File: config.mk
export PLATFORM = sky130hd
export DESIGN_NAME = tdm_demux
export DESIGN_NICKNAME = d
export VERILOG_FILES = /design/src/rtl/tdm_demux.sv
export SDC_FILE = /design/constraint.sdc
export NUM_CORES = 1
export LEC_CHECK = 0
export ABC_AREA = 1
export CAP_MARGIN = 0
export CORE_ASPECT_RATIO = 0.7
export CORE_MARGIN = 2
export CORE_UTILIZATION = 35
export CTS_BUF_LIST = sky130_fd_sc_hd__clkbuf_4 sky130_fd_sc_hd__clkbuf_8
export DETAILED_ROUTE_END_ITERATION = 12
export PLACE_DENSITY_LB_ADDON = 0.1
export SETUP_SLACK_MARGIN = 0.4
export SLEW_MARGIN = 20
export SYNTH_ARGS = -nofsm -noshare
export SYNTH_HDL_FRONTEND = slang
export SYNTH_SLANG_ARGS = --single-unit
File: constraint.sdc
create_clock -name clk -period 1.8 [get_ports clk]
set_input_delay 0.18 -clock clk [delete_from_list [all_inputs] [get_ports clk]]
set_output_delay 0.18 -clock clk [all_outputs]
set_load 0.005 [all_outputs]
File: src/rtl/tdm_demux.sv
// Receive side of the TDM link: steers a serial word stream into per-channel
// slots and presents each complete frame in parallel on dout.
//
// state | meaning
// HUNT  | unsynchronised, waiting for a word marked sof
// RECV  | synchronised, cnt is the channel of the next accepted word
module tdm_demux #(
    parameter int W = 8,
    parameter int N = 4
) (
    input  logic                 clk,
    input  logic                 rst,
    input  logic                 vin,
    input  logic                 sof,
    input  logic [W-1:0]         din,
    output logic [N*W-1:0]       dout,
    output logic                 frame_valid,
    output logic [((N > 2) ? $clog2(N) : 1)-1:0] ch,
    output logic                 serr
);

    localparam int CW = (N > 2) ? $clog2(N) : 1;
    localparam logic [CW-1:0] LAST = CW'(N - 1);
    localparam logic [CW-1:0] ZERO = '0;
    localparam logic [CW-1:0] ONE  = CW'(1);

    localparam logic [0:0] HUNT = 1'b0;
    localparam logic [0:0] RECV = 1'b1;

    logic [0:0]    state;
    logic [CW-1:0] cnt;
    logic [W-1:0]  stage [0:N-2];
    logic [N*W-1:0] frame_next;

    // The last word bypasses the staging buffer and lands directly in dout.
    always_comb begin
        frame_next = '0;
        for (int k = 0; k < N - 1; k++) begin
            frame_next[k*W +: W] = stage[k];
        end
        frame_next[(N-1)*W +: W] = din;
    end

    always_ff @(posedge clk) begin
        if (rst) begin
            state       <= HUNT;
            cnt         <= ZERO;
            dout        <= '0;
            frame_valid <= 1'b0;
            serr        <= 1'b0;
            for (int k = 0; k < N - 1; k++) begin
                stage[k] <= '0;
            end
        end else begin
            frame_valid <= 1'b0;
            serr        <= 1'b0;
            if (vin) begin
                case (state)
                    HUNT: begin
                        if (sof) begin
                            stage[0] <= din;
                            cnt      <= ONE;
                            state    <= RECV;
                        end
                    end
                    default: begin
                        if (sof && (cnt != ZERO)) begin
                            // Short frame: restart on the new sof word.
                            stage[0] <= din;
                            cnt      <= ONE;
                            serr     <= 1'b1;
                        end else if (!sof && (cnt == ZERO)) begin
                            state <= HUNT;
                            serr  <= 1'b1;
                        end else if (cnt == LAST) begin
                            dout        <= frame_next;
                            frame_valid <= 1'b1;
                            cnt         <= ZERO;
                        end else begin
                            stage[cnt] <= din;
                            cnt        <= cnt + ONE;
                        end
                    end
                endcase
            end
        end
    end

    assign ch = (state == RECV) ? cnt : ZERO;

endmodule

Word level (Yosys, flattened, before mapping)
Memories as Yosys holds them, arrays and structs flattened. A register that Yosys moved wholly into a read port is not among the register bits.
Index checks and enable logic that the tools add are counted.
{"block": "totals", "register_bits": 37, "ramBits": 24, "input_bits": 12, "output_inout_bits": 36, "wordCells": 62, "mem_count": 1}
{"block": "classes", "add_sub_neg": 1, "eq_ne": 2, "n_mux": 36, "n_bitwise": 6, "n_reduce_logical": 11}
{"memory": "stage", "words": 3, "word_bits": 8, "rd": 3, "rd_ports_with_merged_regs": 3, "wr": 3, "line": "32", "text": "logic [W-1:0] stage [0:N-2];"}
{"op": "$mux 1", "count": 26}
{"op": "$mux 8", "count": 3}
{"op": "$mux 2", "count": 7}
{"op": "$reduce_or 8->1", "count": 1}
{"op": "$reduce_and 5->1", "count": 1}
{"op": "$reduce_or 5->1", "count": 1}
{"op": "$not 1->1", "count": 4}
{"op": "$reduce_bool 2->1", "count": 2}
{"op": "$ne 3x3->1 const B", "count": 1}
{"op": "$reduce_and 3->1", "count": 1}
{"op": "$reduce_or 3->1", "count": 1}
{"op": "$add 2x1->2 const B", "count": 1}
{"op": "$eq 2x2->1 const B", "count": 1}
{"op": "$logic_and 1x1->1", "count": 2}
{"op": "$logic_not 2->1", "count": 1}
{"op": "$or 1x1->1", "count": 2}
{"op": "$logic_not 1->1", "count": 1}

Depth between registers and ports, before layout
Gate-level depths: netlist (run 1).
{"block": "logic_depth", "ltp_word": 10, "ltp_mapped": 10, "mapped_depth_nobuf": 10}

Worst setup path after synthesis (run 1)
Ideal clock, no wire load.
{"block": "synth_path", "path_kind": "register to register", "from": "register cnt[0]", "to": "memory stage[0][0] (enable)", "setup_time_ps": 329, "arrival_time_ps": 1634, "required_time_ps": 1471, "path_slack_ps": -162, "path_stages_with_launch": 9, "path_buffers": 0, "cell_sequence": "dfxtp_1 > inv_1 > ha_1 > ha_1 > nor2_1 > o21ai_0 > nand2_1 > nand2_2 > nand2_1"}
{"item": "start: declaration", "line": "31", "text": "logic [CW-1:0] cnt;"}
{"item": "start signal: assignment", "line": "81", "text": "cnt <= cnt + ONE;"}
{"item": "end: declaration", "line": "32"}

Worst setup path after layout (run 1)
{"block": "layout_path", "from": "register cnt[0]", "to": "register dout[19], read port of stage"}
{"block": "layout_between", "elab_chain_len": 4, "word_cells_on_any_way": 8}
{"item": "$logic_not 2->1 / $reduce_bool 2->1 (equally long branches)", "line": "72, 67"}
{"item": "$logic_and 1x1->1 (on tied branches)", "line": "72, 67"}
{"item": "$not 1->1 (no source line)"}
{"item": "$reduce_and 5->1 (no source line) (*)"}
{"item": "end: declaration", "line": "16", "text": "output logic [N*W-1:0] dout,"}
Every way passes the cells marked *; elsewhere a longest branch is shown, timed or not.
A chain may end at the register's enable or synchronous reset.

==> results.yml, run 1 <==
layout:
  final_nets: 333
  final_common_cell: "nor2_1"
  mostFrequentLayoutCells: "nor2_1, clkdlybuf4s50_1, dfxtp_1, o21ai_0, edfxtp_1"
  insertedDiodeCount: 0
  post-route-util_pct: 55.62
  layout-area-overhead-vs-synth_pct: 56.31
  drive_gt1_share_pct: 29.91
  design_area_mm2: 0.003706
drt:
  via_per_inst: 4.516
  wire_per_inst_um: 13.81
  wirelength_um: 5730
  met1_length_um: 2955
  drt_pass1_iterations: 4
  drtAntennaViolNets: 0
  highest_layer: "met4"
  met3_wirelength_um: 313
  drc: 0
  num_vias: 1874
  drt_iter0_markers: 82
  dr_wl_met2_um: 2418
worst_hold_path:
  min_path_type: "in2reg"
  min_from: "rst"
  hold_depth: 2
  hold_end: "serr"
place:
  routabilityCongestion: 0.8019
  hpwl_um: 3552
  portBuffers: 47
  place_area_mm2: 0.003100
sta:
  grt_setup_unrepaired: "yes"
  tns_ns: 0
  finalMaxSlewViolations: 0
  holdWs_ns: 0.4596
  fmax_mhz: 588.2
  fin_worst_skew_ns: 0.01054
  hold_viol: 0
  post-route-period-util_pct: 94.45
  worst_pin_slew_ns: 0.4465
  timing.slew.headroom_pct: 70.10
  period_minus_slack_ns: 1.700
  setup_viol: 0
clock_tree:
  clk_latency_ns: 0.33
  clkTransAtPathRegs_ns: 0.07
  cts_root_buf: "clkbuf_8"
  numCtsBuffers: 9
  cts_tree: "yes"
  clockBufferDepth: 2
  h-tree-depth: 3
  cts_num_sinks: 61
die:
  dieArea_mm2: 0.007460
  die_width_um: 102.4
  start_util_pct: 35.59
  die_h_um: 72.87
  ios: 48
  rows: 25
  core_mm2: 0.006663
synthesis:
  netlist_area_mm2: 0.002371
  synth_cell_types: 24
  synth.avg_cell_area_um2: 9.678
  synth_warnings: 0
  synth-seq-cells: 61
  yosysTopAreaCell: "dfxtp_1"
  synth_edf_count: 24
  synthTopCellsByArea: "dfxtp_1, edfxtp_1, nor2_1, o21ai_0, inv_1"
  yosys.area.top_type_share_pct: 31.24
  syn-num-nets: 262
  synthFlopType: "dfxtp_1"
  synthCells: 245
  synthArstFlopShare_pct: 0
  synth-seq-area-share_pct: 61.64
grt:
  overflow: 0
  grt_max_degree: 26
  antenna_found_initial: 0
  grt_pass1_wl_um: 9163
  track_usage_pct: 16.77
  first_global_vias: 1783
critical_path:
  r2r_cells: 10
  cp-end-kind: "register"
  r2r_start: "cnt[0]"
  timing.rr.end: "dout[19]"
  worst-setup-path-type: "reg2reg"
  start_kind: "register"
  crit_fanout: 12
  rrSetupSlack_ns: 0.1
  critPathArrivalTime_ns: 1.92
  required_ns: 2.02
pwr:
  powerDensity_mw_per_mm2: 849.3
  ir_drop_v: 0.0004462
  cellLeakagePower_nw: 1.639
job:
  cap_violations: 0
run_status:
  status: "finished, final reports clean"
-- registers in the layout, summed over array words and instances, names as in the netlist --
signal       flops
dout            32
stage           24
cnt              2
frame_valid      1
serr             1
state            1
-- layout make-up --
type / count / area [um^2]
Fill cell: 600 / 2957
Sequential cell: 61 / 1470
Multi-Input combinational cell: 156 / 1030
Timing Repair Buffer: 68 / 744.5
Clock buffer: 12 / 158.9
Tap cell: 94 / 117.6
Inverter: 19 / 95.09
Clock inverter: 4 / 70.07
Timing Repair inverter: 1 / 20.02
-- power by group --
| group | total [mW] | internal, mW | switching, mW |
|---|---|---|---|
| Sequential | 1.50 | 1.47 | 0.0265 |
| Combinational | 0.269 | 0.122 | 0.147 |
| Clock | 1.38 | 0.866 | 0.513 |
| Total | 3.15 | 2.46 | 0.687 |
-- Yosys cell counts (2+ instances only) --
library cell and count:
nor2_2 3, nand3_1 4, nand4_2 2, clkbuf_1 2, nor2_1 75, dfxtp_1 37
a21oi_1 9, buf_6 5, edfxtp_1 24, ha_1 5, nand2_1 15, inv_1 18
buf_2 2, o21ai_0 34
-- worst max-delay path by stage --
stage | start | to | slack (ns) | cells past startpoint
2_1_floorplan | cnt[1] | stage[0][0] | 0.14 | 10
4_1_cts | cnt[0] | stage[0][7] | 0.10 | 10
6_report | cnt[0] | dout[19] | 0.1 | 10
3_5_place_dp | sof | stage[0][2] | -0.03 | 8
5_1_grt | cnt[0] | stage[0][3] | 0.02 | 10
3_3_place_gp | sof | stage[0][3] | -0.009 | 8
-- metrics by stage --
stage,worst slack [ns],power (mW),instances
floorplan,0.1376,1.640,245
global placement,-0.008600,1.738,389
detailed placement,-0.02644,1.737,389
CTS,0.1037,3.157,414
global route,0.01657,3.266,415
finish,0.09992,3.147,415
-- worst max-delay path, cell delays in order, from the launching register on --
cell and delay [ns]:
dfxtp_4 0.36, inv_4 0.04, ha_4 0.16, buf_6 0.11, ha_4 0.27, nand2_4 0.06, nor2_8 0.19, buf_12 0.18
inv_16 0.06, nor2_2 0.10, nor2_1 0.05
-- per-layer routing --
layer,vias up,track usage [%]
met5,-,0
met4,0,4.889
met3,5,6.226
met2,52,23.32
met1,866,24.33
li1,951,-
-- repair_timing --
| item | CTS | global route |
|---|---|---|
| endpoints found under the hold margin | 0 | 0 |
| hold buffers | 0 | 0 |
| setup buffers | 6 | 0 |
| endpoints found under the setup margin | 84 | 91 |
| gates cloned | 3 | 1 |
| pin swaps | 16 | 10 |
| resized for setup | 38 | 34 |
-- cells by family (layout without fill, tap and decap cells) --
group                      after synthesis  count (layout)  share of synthesized area [%]
DFF                                     61              61                          61.64
buffers and inverters                   29             104                          6.438
AOI/OAI and AO/OA                       45              45                          9.710
adders and majority gates                5               5                          2.639
and+or+nand+nor                        105             106                          19.58
No activity file was read; power rests on OpenSTA's default activity.
==> inputs of run 2 (changes only) <==
Settings changed: CORE_ASPECT_RATIO 0.7 to unset.
==> run 2 against run 1 <==
  * Final cell count shrank 3.1%
  * Clock power shrank 24%
  * Global-route usage shrank 1.5 points
  * Hold slack lost 0.0082 ns
  * Clock-buffer cell count shrank 3
  * Core utilization grew 1.4 points
  * Critical path depth is the same
  * Maximum frequency shrank 1.9%
  * Total power shrank 10%
  * Highest routed layer unchanged
  * Wire length grew 2.6%
==> results.yml, run 2 (same netlist as run 1, synthesis figures left out) <==
run_status:
  status: "finished, final reports clean"
layout:
  mostFrequentLayoutCells: "nor2_1, clkdlybuf4s50_1, dfxtp_1, edfxtp_1, o21ai_0"
  layout-area-overhead-vs-synth_pct: 55.36
  largest_reg_flops: 32
  drive_gt1_share_pct: 32.00
  post-route-util_pct: 57.03
  insertedDiodeCount: 0
  final_nets: 337
  top_register: "dout"
  final_common_cell: "nor2_1"
  reg.largest.list: "dout (32), stage (24), cnt (2)"
  finalNonFillerCells: 402
sta:
  finalMaxSlewViolations: 0
  fmax_mhz: 577.1
  worst_pin_slew_ns: 0.4266
  timing.slew.headroom_pct: 71.43
  post-route-period-util_pct: 96.27
  grt_setup_unrepaired: "yes"
  hold_viol: 0
  holdWs_ns: 0.4515
  tns_ns: 0
  period_minus_slack_ns: 1.733
  setup_viol: 0
  fin_worst_skew_ns: 0.008771
pwr:
  switching_share_pct: 25.97
  power.internal_mw: 2.086
  p_sw_mw: 0.7320
  seqPwrFrac_pct: 52.8
  powerDensity_mw_per_mm2: 765.1
  total_power_mw: 2.818
  ir_drop_v: 0.0005303
  combPwrFrac_pct: 10.1
  pwr-share-clk_pct: 37.1
  cellLeakagePower_nw: 1.693
clock_tree:
  h-tree-depth: 3
  numCtsBuffers: 9
  clk_latency_ns: 0.34
  cts_root_buf: "clkbuf_8"
  clkTransAtPathRegs_ns: 0.07
  cts_tree: "yes"
  clockBufferDepth: 2
  cts_num_sinks: 61
critical_path:
  rrSetupSlack_ns: 0.07
  critPathArrivalTime_ns: 2.00
  cp-end-kind: "register"
  start_kind: "register"
  required_ns: 2.07
  crit_fanout: 7
  worst-setup-path-type: "reg2reg"
  r2r_start: "cnt[1]"
  r2r_cells: 10
  timing.rr.end: "dout[25]"
place:
  routabilityCongestion: 0.8196
  dp.cells: 371
  portBuffers: 47
  hpwl_um: 3530
worst_hold_path:
  hold_end: "serr"
  min_path_type: "in2reg"
  hold_depth: 2
  min_from: "rst"
die:
  die_width_um: 86.31
  core_mm2: 0.006459
  start_util_pct: 36.71
  die_h_um: 86.31
  ios: 48
  rows: 29
  dieArea_mm2: 0.007449
drt:
  drc: 0
  num_vias: 1945
  drt_iter0_markers: 84
  wire_per_inst_um: 14.62
  drt_pass1_iterations: 4
  drtAntennaViolNets: 0
  via_per_inst: 4.838
  wirelength_um: 5878
grt:
  grt_max_degree: 26
  grt_pass1_wl_um: 8659
  overflow: 0
  antenna_found_initial: 0
  track_usage_pct: 15.31
  first_global_vias: 1813
job:
  cap_violations: 0
## run 2: power groups by stage
stage	sequential [mW]	clock, mW	combinational, mW
floorplan	1.52	0	0.121
global placement	1.52	0	0.209
detailed placement	1.52	0	0.212
CTS	1.49	1.06	0.244
global route	1.49	1.12	0.306
finish	1.49	1.05	0.285
## run 2: cell type report
cell class / count / area [um^2]
repair inverters: 1 / 8.758
multi-input cells: 156 / 1036
well taps: 77 / 96.34
repair buffers: 72 / 812.0
flip-flops and latches: 61 / 1476
fillers: 584 / 2775
inverters: 19 / 88.84
clock buffers: 9 / 123.9
clock inverters: 7 / 41.29
## run 2: timing repair
item	CTS	global route
resized for setup	16	76
gates cloned	1	5
endpoints found under the setup margin	85	98
pin swaps	11	17
hold buffers	0	0
buffers inserted	5	4
## run 2: metal layers
layer	global-route usage (%)	vias to the layer above	routed length, um
li1	-	960	-
met1	19.42	921	2558
met2	24.24	56	2935
met3	5.714	8	327
met4	5.114	0	57
met5	0	-	0
## run 2: worst max path at each step
stage / from / to
2_1_floorplan: cnt[1] / stage[0][0]
3_3_place_gp: sof / stage[0][4]
3_5_place_dp: sof / stage[0][5]
4_1_cts: cnt[1] / stage[0][5]
5_1_grt: cnt[1] / dout[25]
6_report: cnt[1] / dout[25]
## run 2: worst max-delay path: stages, from the launching register on
cell and delay [ns]:
dfxtp_4 0.37, inv_4 0.04, ha_4 0.16, buf_4 0.14
ha_4 0.28, nand2_4 0.06, nor2_8 0.10, buf_12 0.16
buf_12 0.13, o21ai_0 0.09, a21oi_1 0.13
## run 2: through the flow
step	area, um^2	worst slack, ns
2_1_floorplan	2471	0.1376
3_3_place_gp	3059	-0.05269
3_5_place_dp	3059	-0.09449
4_1_cts	3324	0.09851
5_1_grt	3684	-0.009494
6_report	3684	0.06706
